**src/rtl/cdb_arbiter.sv**
```systemverilog
// cdb_arbiter: CDB writeback arbiter with one-entry result slot per unit; `define CDB_RR_EN for round-robin, else fixed priority (lowest index wins)
module cdb_arbiter #(
    parameter int NUM_FU = 5,
    parameter int TAG_W  = 4,
    parameter int DATA_W = 32
) (
    input  logic                     clk,
    input  logic                     rst_n,
    input  logic                     flush,
    input  logic [NUM_FU-1:0]        fu_valid,
    output logic [NUM_FU-1:0]        fu_ready,
    input  logic [NUM_FU*TAG_W-1:0]  fu_tag,
    input  logic [NUM_FU*DATA_W-1:0] fu_data,
    input  logic [NUM_FU-1:0]        fu_regwrite,
    output logic                     cdb_valid,
    output logic [TAG_W-1:0]         cdb_tag,
    output logic [DATA_W-1:0]        cdb_data,
    output logic                     cdb_regwrite,
    output logic [NUM_FU-1:0]        cdb_grant
);
    logic [NUM_FU-1:0] held;
    logic [NUM_FU-1:0] accept;
    logic [TAG_W-1:0]  tag_q  [NUM_FU];
    logic [DATA_W-1:0] data_q [NUM_FU];
    logic [NUM_FU-1:0] rw_q;

    assign fu_ready  = {NUM_FU{~flush}} & (~held | cdb_grant);
    assign accept    = fu_valid & fu_ready;
    assign cdb_valid = |held;

`ifdef CDB_RR_EN
    localparam int PW = NUM_FU > 1 ? $clog2(NUM_FU) : 1;
    logic [PW-1:0] rr_ptr;
    logic [PW-1:0] gidx;

    // scan candidates backwards from the furthest so the one nearest rr_ptr is written last and wins
    always_comb begin
        cdb_grant = '0;
        gidx      = '0;
        for (int k = NUM_FU - 1; k >= 0; k--) begin
            if (held[(int'(rr_ptr) + k) % NUM_FU]) begin
                cdb_grant = '0;
                cdb_grant[(int'(rr_ptr) + k) % NUM_FU] = 1'b1;
                gidx = PW'((int'(rr_ptr) + k) % NUM_FU);
            end
        end
    end

    // move the pointer just past the winner; idle and flush cycles leave it alone
    always_ff @(posedge clk or negedge rst_n) begin
        if (!rst_n)
            rr_ptr <= '0;
        else if (cdb_valid && !flush)
            rr_ptr <= (gidx == PW'(NUM_FU - 1)) ? '0 : gidx + PW'(1);
    end
`else
    // fixed priority: scan downwards so the lowest held index is written last and wins
    always_comb begin
        cdb_grant = '0;
        for (int k = NUM_FU - 1; k >= 0; k--) begin
            if (held[k]) begin
                cdb_grant    = '0;
                cdb_grant[k] = 1'b1;
            end
        end
    end
`endif

    // occupancy: a new accept beats the drain of the granted slot, flush empties everything
    always_ff @(posedge clk or negedge rst_n) begin
        if (!rst_n)
            held <= '0;
        else
            held <= flush ? '0 : accept | (held & ~cdb_grant);
    end

    // payload capture; contents are meaningless while the slot is not held, so no reset
    always_ff @(posedge clk) begin
        for (int i = 0; i < NUM_FU; i++) begin
            if (accept[i]) begin
                tag_q[i]  <= fu_tag[i*TAG_W +: TAG_W];
                data_q[i] <= fu_data[i*DATA_W +: DATA_W];
                rw_q[i]   <= fu_regwrite[i];
            end
        end
    end

    // broadcast mux; an empty grant vector leaves the bus at zero
    always_comb begin
        cdb_tag      = '0;
        cdb_data     = '0;
        cdb_regwrite = 1'b0;
        for (int i = 0; i < NUM_FU; i++) begin
            if (cdb_grant[i]) begin
                cdb_tag      = tag_q[i];
                cdb_data     = data_q[i];
                cdb_regwrite = rw_q[i];
            end
        end
    end
endmodule

```
**config.mk**
```make
export PLATFORM = sky130hd
export DESIGN_NAME = cdb_arbiter
export DESIGN_NICKNAME = d
export VERILOG_FILES = /design/src/rtl/cdb_arbiter.sv
export SDC_FILE = /design/constraint.sdc
export NUM_CORES = 1
export LEC_CHECK = 0
export BUFFER_PORTS_ARGS = -buffer_cell sky130_fd_sc_hd__clkbuf_2
export CAP_MARGIN = 20
export CORE_MARGIN = 4
export CORE_UTILIZATION = 55
export CTS_CLUSTER_DIAMETER = 150
export DETAILED_ROUTE_END_ITERATION = 10
export MAX_ROUTING_LAYER = met4
export PLACE_DENSITY = 0.9
export SLEW_MARGIN = 20
export SYNTH_ARGS = -nofsm -noshare
export SYNTH_HDL_FRONTEND = slang
export SYNTH_SLANG_ARGS = --single-unit
```
**constraint.sdc**
```tcl
create_clock -name clk -period 4.7 [get_ports clk]
set_input_delay 0.47 -clock clk [delete_from_list [all_inputs] [get_ports clk]]
set_output_delay 0.47 -clock clk [all_outputs]
set_load 0.05 [all_outputs]
```
======== Word-level counts from Yosys, hierarchy flattened ========
Memories as Yosys holds them, arrays and structs flattened.
Index checks and enable logic that the tools add are counted.
word-level totals
  register bits ........................... 10
  memory bits (writable) .................. 180
  input bits .............................. 193
  output and inout bits ................... 48
  word-level logic and storage cells ...... 48
  memories kept ........................... 2
memories
  name    depth  width  read ports  clocked after memory_dff  wr ports  line  text
  data_q  5      32     5           0                         5         24    logic [DATA_W-1:0] data_q [NUM_FU];
  tag_q   5      4      5           0                         5         23    logic [TAG_W-1:0] tag_q [NUM_FU];
cells by class
  muxes and demuxes ....................... 31
  bitwise logic cells ..................... 8
  reduce and logical (&&, ||, !) cells .... 1
operators with widths
  cell                count
  2-to-1 mux 32 bit   5
  2-to-1 mux 5 bit    6
  2-to-1 mux 4 bit    5
  bitwise AND 5 bit   3
  2-to-1 mux 1 bit    15
  inverter 5 bit      2
  bitwise OR 5 bit    2
  OR reduction 5 bit  1
  inverter 1 bit      1

======== Longest topological paths before layout ========
Gate-level depths: netlist of run 1.
  depth in word-level cells ............... 10
  mapped depth ............................ 6
  gate-level depth less buffers ........... 3

======== Worst setup path after synthesis of run 1 ========
Ideal clock, no wire load.
  path type ............................... register -> register
  from .................................... reg held[1]
  to ...................................... mem data_q[3][4], in the netlist data_q[0][100], enable pin
  setup time .............................. 398 ps
  data arrival time ....................... 2,740 ps
  data required time ...................... 4,302 ps
  path slack .............................. 1,562 ps
  stages on the path, launching flop included .. 6
  path buffers ............................ 2
  period minus slack after synthesis ...... 3,138 ps
  cells stage by stage .................... dfrtp_1 > buf_2 > buf_4 > o31a_1 > nor2_1 > and2_1
RTL lines
  element                 line  text
  start, declared         21    logic [NUM_FU-1:0] held;
  start signal, assigned  74    held <= flush ? '0 : accept | (held & ~cdb_grant);
  end, declared           24

======== Worst setup path in the final report of run 1 ========
  from .................................... reg held[2]
  to ...................................... out cdb_data[2]
between the ends
  cells in the longest elaborated chain, start to end .. 8
RTL lines
  element                             line  text
  2-to-1 mux 5 bit (*) (3 in series)  61    if (held[k]) begin
  2-to-1 mux 32 bit (4 in series)     94    if (cdb_grant[i]) begin
  2-to-1 mux 32 bit (*)               94
  end, declared                       17    output logic [DATA_W-1:0] cdb_data,
Every way passes the cells marked *; elsewhere a longest branch is shown, timed or not.

==> results of run 1 <==
==> synthesized netlist by cell type, types with 2 or more instances <==
cell type	instances	area, um^2
nor2_1	6	22.5
mux2i_1	34	340
edfxtp_1	185	5560
nand3b_1	3	22.5
inv_1	5	18.8
a22o_1	3	26.3
o21ai_0	4	20.0
mux2_1	2	22.5
dfrtp_1	5	125
clkbuf_1	14	52.6
a22oi_1	3	22.5
a2bb2oi_1	3	26.3
o21ai_1	30	150
buf_2	20	100
nor2b_1	2	12.5
a21oi_1	8	40.0
mux2_2	32	360
and2_1	4	25.0
buf_4	5	37.5
a211oi_1	34	255
a32oi_1	34	298
==> area by class of cell <==
type / instances / area (um^2)
Sequential cell: 190 / 5690
Antenna cell: 1 / 2.50
Multi-Input combinational cell: 212 / 1770
Tap cell: 176 / 220
Clock buffer: 17 / 425
Inverter: 5 / 18.8
Fill cell: 846 / 3830
Timing Repair Buffer: 248 / 1290
Clock inverter: 14 / 158
==> worst reg2reg max path, delay by kind of cell (launching register included) <==
kind	cells	cell delay (ns)
AOI/OAI and AO/OA	1	0.18
DFF	1	0.65
buffers and inverters	1	0.40
and+or+nand+nor	2	1.44
==> cells by family (layout without fill, tap and decap cells) <==
family,count (synthesis),after routing
AOI/OAI and AO/OA,121,121
muxes,68,68
buffers and inverters,46,284
DFF,190,190
other,0,1
and+or+nand+nor,23,23
==> timing repair <==
item,in CTS,in global routing
endpoints found under the hold margin,5,0
hold buffers,1,0
gates resized for setup,0,0
setup buffers,0,0
==> worst max path at each step <==
stage / end / startpoint / slack, ns / cells past startpoint
final: cdb_data[2] / held[2]$_DFF_PN0_ / 1.25 / 5
after global routing: cdb_data[2] / held[2]$_DFF_PN0_ / 1.09 / 5
after CTS: cdb_data[2] / held[1]$_DFF_PN0_ / 1.13 / 4
after detailed placement: data_q[0][76]$_DFFE_PP_ / held[1]$_DFF_PN0_ / 1.58 / 3
after floorplan: data_q[0][100]$_DFFE_PP_ / held[1]$_DFF_PN0_ / 1.56 / 5
after global placement: data_q[0][134]$_DFFE_PP_ / held[2]$_DFF_PN0_ / 1.63 / 4
==> stage by stage <==
stage	hold slack (ns)	setup slack, ns	area (um^2)	instances
3_3_place_gp	0.289	1.63	8930	828
5_1_grt	0.183	1.09	9570	863
3_5_place_dp	0.289	1.58	8970	830
6_report	0.205	1.25	9570	863
4_1_cts	0.189	1.13	9560	862
2_1_floorplan	0.174	1.56	7630	448
==> flip-flops by register name (all words and copies together) (netlist names) <==
signal and cells:
data_q 160, tag_q 20, held 5, rw_q 5
==> power by group <==
part           internal (mW)  switching (mW)
combinational          0.181           0.393
sequential              1.96          0.0500
clock                  0.791           0.635
total                   2.93            1.08
==> per-layer routing <==
layer / wire (um) / share of wire
met2: 10300 / 0.52
met5: 0 / 0
met4: 457 / 0.023
met1: 7430 / 0.38
met3: 1600 / 0.081
==> results.md, run 1 <==
* Min-delay src: fu_data[113]
* Final Max Slew Viols at 0
* Slowest cell on crit path: nor2_4
* Synth Area in Compound Gates at 0.112
* Distinct cells, synth at 33
* Largest net degree at the start of global routing at 50
* RSZ-0062 raised after global routing: no
* Syn_area_per_cell at between 15 and 20 um^2
* Outcome: finished, final reports clean
* DR pass1 iterations at 4
* R2R setup slack at 1.62 ns
* Die Y at 126 um
* Tmin final at between 3 and 4 ns
* Fin Setup TNS at 0 ns
* Initial Utilization at 0.570
* Slew HR at 0.310
* Pwr Total at between 4 and 5 mW
* Simple-gate share of the synthesized area at 0.0198
* Nets@finish at between 800 and 900
* CP top delay family: simple AND/OR/NAND/NOR gates
* Syn. warnings at 0
* Vias in the first global route at 5463
* Final Hold Fails at 0
* Final Setup Violations at 0
* Part of the Yosys area used for sequential elements at 0.744
* Worst min-delay path category: in2reg
* CP required at 4.23 ns
* Die area at about 16000 um^2
* Final Util at 0.714
* Hold depth at 1
* Tot GR Track Use at 0.259
* Largest family of logic cells by synthesized area: compound AO/OA/AOI/OAI gates
* GR Util met2 at 0.431
* RR Startpoint: held[2]$_DFF_PN0_
* Pwr dens at between 400 and 500 nW/um^2
* Antenna-violating nets left at 0
* Max-cap viol count at 0
* Post-synth EDFFs at around 190
* Worst-path cell chain: buf_4, nor2_4, a211oi_1, o21ai_0, clkbuf_2
* CTS root buf: clkbuf_16
* Crit end category: primary output
* Vias/cell at around 5.8
* IO buf count at 240
* Global Route met3 Usage at 0.0652
* Area grow syn2layout at 25.3%
* Arrival time worst endpoint at ~3 ns
* Initial antenna violation count at 1
* H-tree levels at 4
* Critical Path Fanout Max at 44
* Cell Rows at 42
* GP Congestion at just under 0.9
* Longest Clk Path Bufs at 2
* Leak at roughly 3.6 nW
* Synth Area in Adders at 0
* Gate Count Post-Synth at approximately 450
* CTS tree: done
* Num ports at around 240
* Commonest non-fill, non-tap cells in the layout: clkbuf_2, edfxtp_1, mux2i_1, a211oi_1, a32oi_1
* Die W at around 130 um
* CTS Buf Count at 17
* Synth async-reset ratio at 0.0263
* Post-Route Skew at between 0.01 and 0.015 ns
* Cell area after synthesis at around 7600 um^2
* Worst Path Buf+Inv at 2
* Fmax at around 290 MHz
* RR Endpoint: data_q[0][141]$_DFFE_PP_
* GRT busiest layer: met2
* Iter 0 DRT Violations at 452
* Mapped Nets at 641
* # clock sinks at 190
* VDD IR-drop max at roughly 0.37 mV
* Global-route wire length before repair at 30000 um
* Worst skew pair latency at 0.43 ns
* Worst-Margin Slew at ~1.0 ns
* Synth Flop Type: edfxtp_1
* Residual DRC at 0
* Detail Placement HPWL at roughly 13000 um
* Post-synthesis mux area share at 0.0947
* CP peak stage delay at 0.81 ns
* Synth Area in XOR/XNOR at 0
* Final worst path period share at 0.735
* Drt total wl at a little under 20000 um
* DR WL/cell at 22.9 um
* CP startpoint kind: register
* Commonest non-fill, non-tap cell in the layout: clkbuf_2
* Reg2Reg Depth at 4
* Met1 GRT Util at 0.312
* Worst Path Class, Setup: reg2out
* Fraction of layout cells with a size suffix above 1 at 0.472
* Vias at 5036
* CTS clk-pin slew, worst paths at about 0.08 ns
* Floorplan Core Area at about 13000 um^2
* Number of register bits inferred by synthesis at between 150 and 200
* Global route overflow at 0
* Hold endpoint: data_q[0][113]$_DFFE_PP_
Note: power is estimated with default switching activity, not from simulation.
==> run 2: changes to the inputs <==
--- a/config.mk
+++ b/config.mk
@@ -8,11 +8,11 @@
 export BUFFER_PORTS_ARGS = -buffer_cell sky130_fd_sc_hd__clkbuf_2
 export CAP_MARGIN = 20
 export CORE_MARGIN = 4
-export CORE_UTILIZATION = 55
+export CORE_UTILIZATION = 46
 export CTS_CLUSTER_DIAMETER = 150
 export DETAILED_ROUTE_END_ITERATION = 10
 export MAX_ROUTING_LAYER = met4
-export PLACE_DENSITY = 0.9
+export PLACE_DENSITY = 0.81
 export SLEW_MARGIN = 20
 export SYNTH_ARGS = -nofsm -noshare
 export SYNTH_HDL_FRONTEND = slang
==> constraint.sdc (replaced) <==
create_clock -name clk -period 2.8 [get_ports clk]
set_input_delay 0.28 -clock clk [delete_from_list [all_inputs] [get_ports clk]]
set_output_delay 0.28 -clock clk [all_outputs]
set_load 0.05 [all_outputs]
==> results.md, run 2 (synthesis results as in run 1) <==
* Critical Path Fanout Max at 36 (-18%)
* CP top delay family: simple AND/OR/NAND/NOR gates
* Finished Cell Area at 9970 um^2 (+4.2%)
* Hold endpoint: data_q[0][106]$_DFFE_PP_
* Min-delay src: fu_data[106]
* Worst Path Buf+Inv at 1 (-1)
* Final Hold Fails at 0 (unchanged)
* Area of placed instances at 9280 um^2 (+3.4%)
* Sw Pwr at 1.82 mW (+69%)
* Post-Route Skew at 0.00662 ns (-0.00438 ns)
* Combinational share of power at 0.166 (+0.023)
* Initial Utilization at 0.475 (-0.0943)
* Final Util at 0.621 (-0.0933)
* Tot GR Track Use at 0.232 (-0.0272)
* Detail Placement HPWL at 14200 um (+7.7%)
* H-tree levels at 4 (unchanged)
* Die Y at 137 um (+8.8%)
* Tmin final at approximately 2.7 ns
* # clock sinks at 190 (unchanged)
* Place WS at 0.474 ns (-1.10 ns)
* Slew HR at 0.411 (+0.101)
* CTS clk-pin slew, worst paths at 0.07 ns (about the same)
* Fin Setup TNS at 0 ns (unchanged)
* IO buf count at 240 (unchanged)
* Residual DRC at 0 (unchanged)
* Global route overflow at 0 (unchanged)
* CTS root buf: clkbuf_16
* R2R setup slack at 0.54 ns (-1.08 ns)
* Worst min-delay path category: in2reg
* Final Setup Violations at 0 (unchanged)
* Die W at 137 um (+8.8%)
* Fmax at roughly 370 MHz
* Commonest non-fill, non-tap cells in the layout: clkbuf_2, edfxtp_1, mux2i_1, a211oi_1, a32oi_1
* Vias at 5132 (+1.9%)
* Worst Path Class, Setup: reg2out
* Reg2Reg Depth at 4 (unchanged)
* Worst-Margin Slew at 0.884 ns (-0.151 ns)
* RSZ-0062 raised after global routing: no
* Internal at 4.82 mW (+64%)
* Num ports at 241 (unchanged)
* RR Endpoint: data_q[0][76]$_DFFE_PP_
* Global-route wire length before repair at 30600 um (+2.3%)
* Drt total wl at 21100 um (+6.7%)
* Worst skew pair latency at 0.43 ns (about the same)
* Most flop-heavy register: data_q
* CP peak stage delay at 0.75 ns (-0.06 ns)
* Hold depth at 1 (unchanged)
* Fin Hold WS at 0.0259 ns (-0.179 ns)
* Total setup buffers inserted after CTS at 0 (unchanged)
* Vias in the first global route at 5472 (+0.16%)
* Fraction of layout cells with a size suffix above 1 at 0.469 (-0.00312)
* Slowest cell on crit path: or2_2
* CTS tree: done
* DR pass1 iterations at 5 (+1)
* RR Startpoint: held[0]$_DFF_PN0_
* Cell Rows at 46 (+9.5%)
* Max-cap viol count at 0 (unchanged)
* CTS Buf Count at 17 (unchanged)
* Final Max Slew Viols at 0 (unchanged)
* Largest net degree at the start of global routing at 40 (-20%)
* GP Congestion at 0.804 (-9.3%)
* Outcome: finished, final reports clean
* Longest Clk Path Bufs at 2 (unchanged)
* Vias/cell at 5.51 (-5.5%)
* Max reg flops at 160 (unchanged)
* Seq pwr share at 0.503 (+0.002)
* Die area at 18700 um^2 (+18%)
* Area grow syn2layout at 30.5%
* Antenna-violating nets left at 0 (unchanged)
* Floorplan Core Area at 16100 um^2 (+20%)
* Clock share of power at 0.331 (-0.025)
* CP required at 2.52 ns (-1.71 ns)
* Arrival time worst endpoint at 2.40 ns (-0.58 ns)
* Initial antenna violation count at 1 (unchanged)
* Largest regs: data_q (160), tag_q (20)
* VDD IR-drop max at 0.534 mV (+44%)
* Worst-path cell chain: or2_2, a211oi_1, o21ai_1, clkbuf_2
* CP startpoint kind: register
* Setup slack after layout at 0.123 ns (-1.13 ns)
* Commonest non-fill, non-tap cell in the layout: clkbuf_2
* Leak at 3.81 nW (+4.5%)
* Iter 0 DRT Violations at 370 (-18%)
* Nets@finish at 894 (+3.1%)
* Crit end category: primary output
* Switching Fraction at 0.274 (+0.00513)
* DR WL/cell at 22.7 um (-1.1%)
* Final worst path period share at 0.956
* Pwr dens at 666 nW/um^2 (+59%)
[run 2: changes by cell type in the layout (fill, tap and decap cells not counted), sizes merged]
| cell | before | now |
|---|---|---|
| buf | 7 | 29 |
| bufinv | 2 | 0 |
| clkbuf | 257 | 250 |
| clkinv | 3 | 8 |
| clkinvlp | 4 | 1 |
| dlygate4sd3 | 1 | 15 |
| inv | 10 | 9 |
[run 2: per-stage QoR]
step / power, mW / std cells
4_1_cts: 6.66 / 916
2_1_floorplan: 4.03 / 448
3_5_place_dp: 4.49 / 883
6_report: 6.64 / 931
5_1_grt: 6.89 / 931
3_3_place_gp: 4.46 / 883
[run 2: final cells by class]
cell class | instances | area [um^2]
clock buffers | 19 | 433
inverters | 5 | 18.8
diodes | 1 | 2.50
flip-flops and latches | 190 | 5680
fillers | 1169 | 6090
clock inverters | 13 | 91.3
well taps | 216 | 270
repair buffers | 275 | 1700
multi-input cells | 212 | 1770
[run 2: per-layer routing]
metal | track usage | vias up | part of all wire
met5 | - | - | 0
met4 | 0.0698 | 0 | 0.015
met3 | 0.0618 | 25 | 0.075
met2 | 0.386 | 241 | 0.52
met1 | 0.279 | 2533 | 0.39
li1 | - | 2333 | -
[run 2: repair_timing]
item | 4_1_cts | 5_1_grt
setup endpoints to repair | 0 | 25
hold endpoints to repair | 5 | 14
hold buffers | 1 | 14
gates resized for setup | 0 | 5
[run 2: power groups by stage]
stage	Combinational, mW	Sequential, mW	Clock (mW)
after floorplan	0.663	3.37	0
final	1.10	3.34	2.20
after CTS	1.09	3.34	2.23
after global placement	1.06	3.39	0
after global routing	1.17	3.35	2.37
after detailed placement	1.08	3.40	0
[run 2: worst max-delay path by stage]
stage                           start                  endpoint  slack [ns]  cells past startpoint
floorplan           held[1]$_DFF_PN0_  data_q[0][100]$_DFFE_PP_        0.02                      5
global placement    held[2]$_DFF_PN0_              cdb_data[26]        0.53                      5
detailed placement  held[2]$_DFF_PN0_              cdb_data[26]        0.47                      5
CTS                 held[2]$_DFF_PN0_              cdb_data[26]       0.004                      5
global route        held[2]$_DFF_PN0_              cdb_regwrite       0.001                      5
finish              held[0]$_DFF_PN0_              cdb_data[26]        0.12                      4
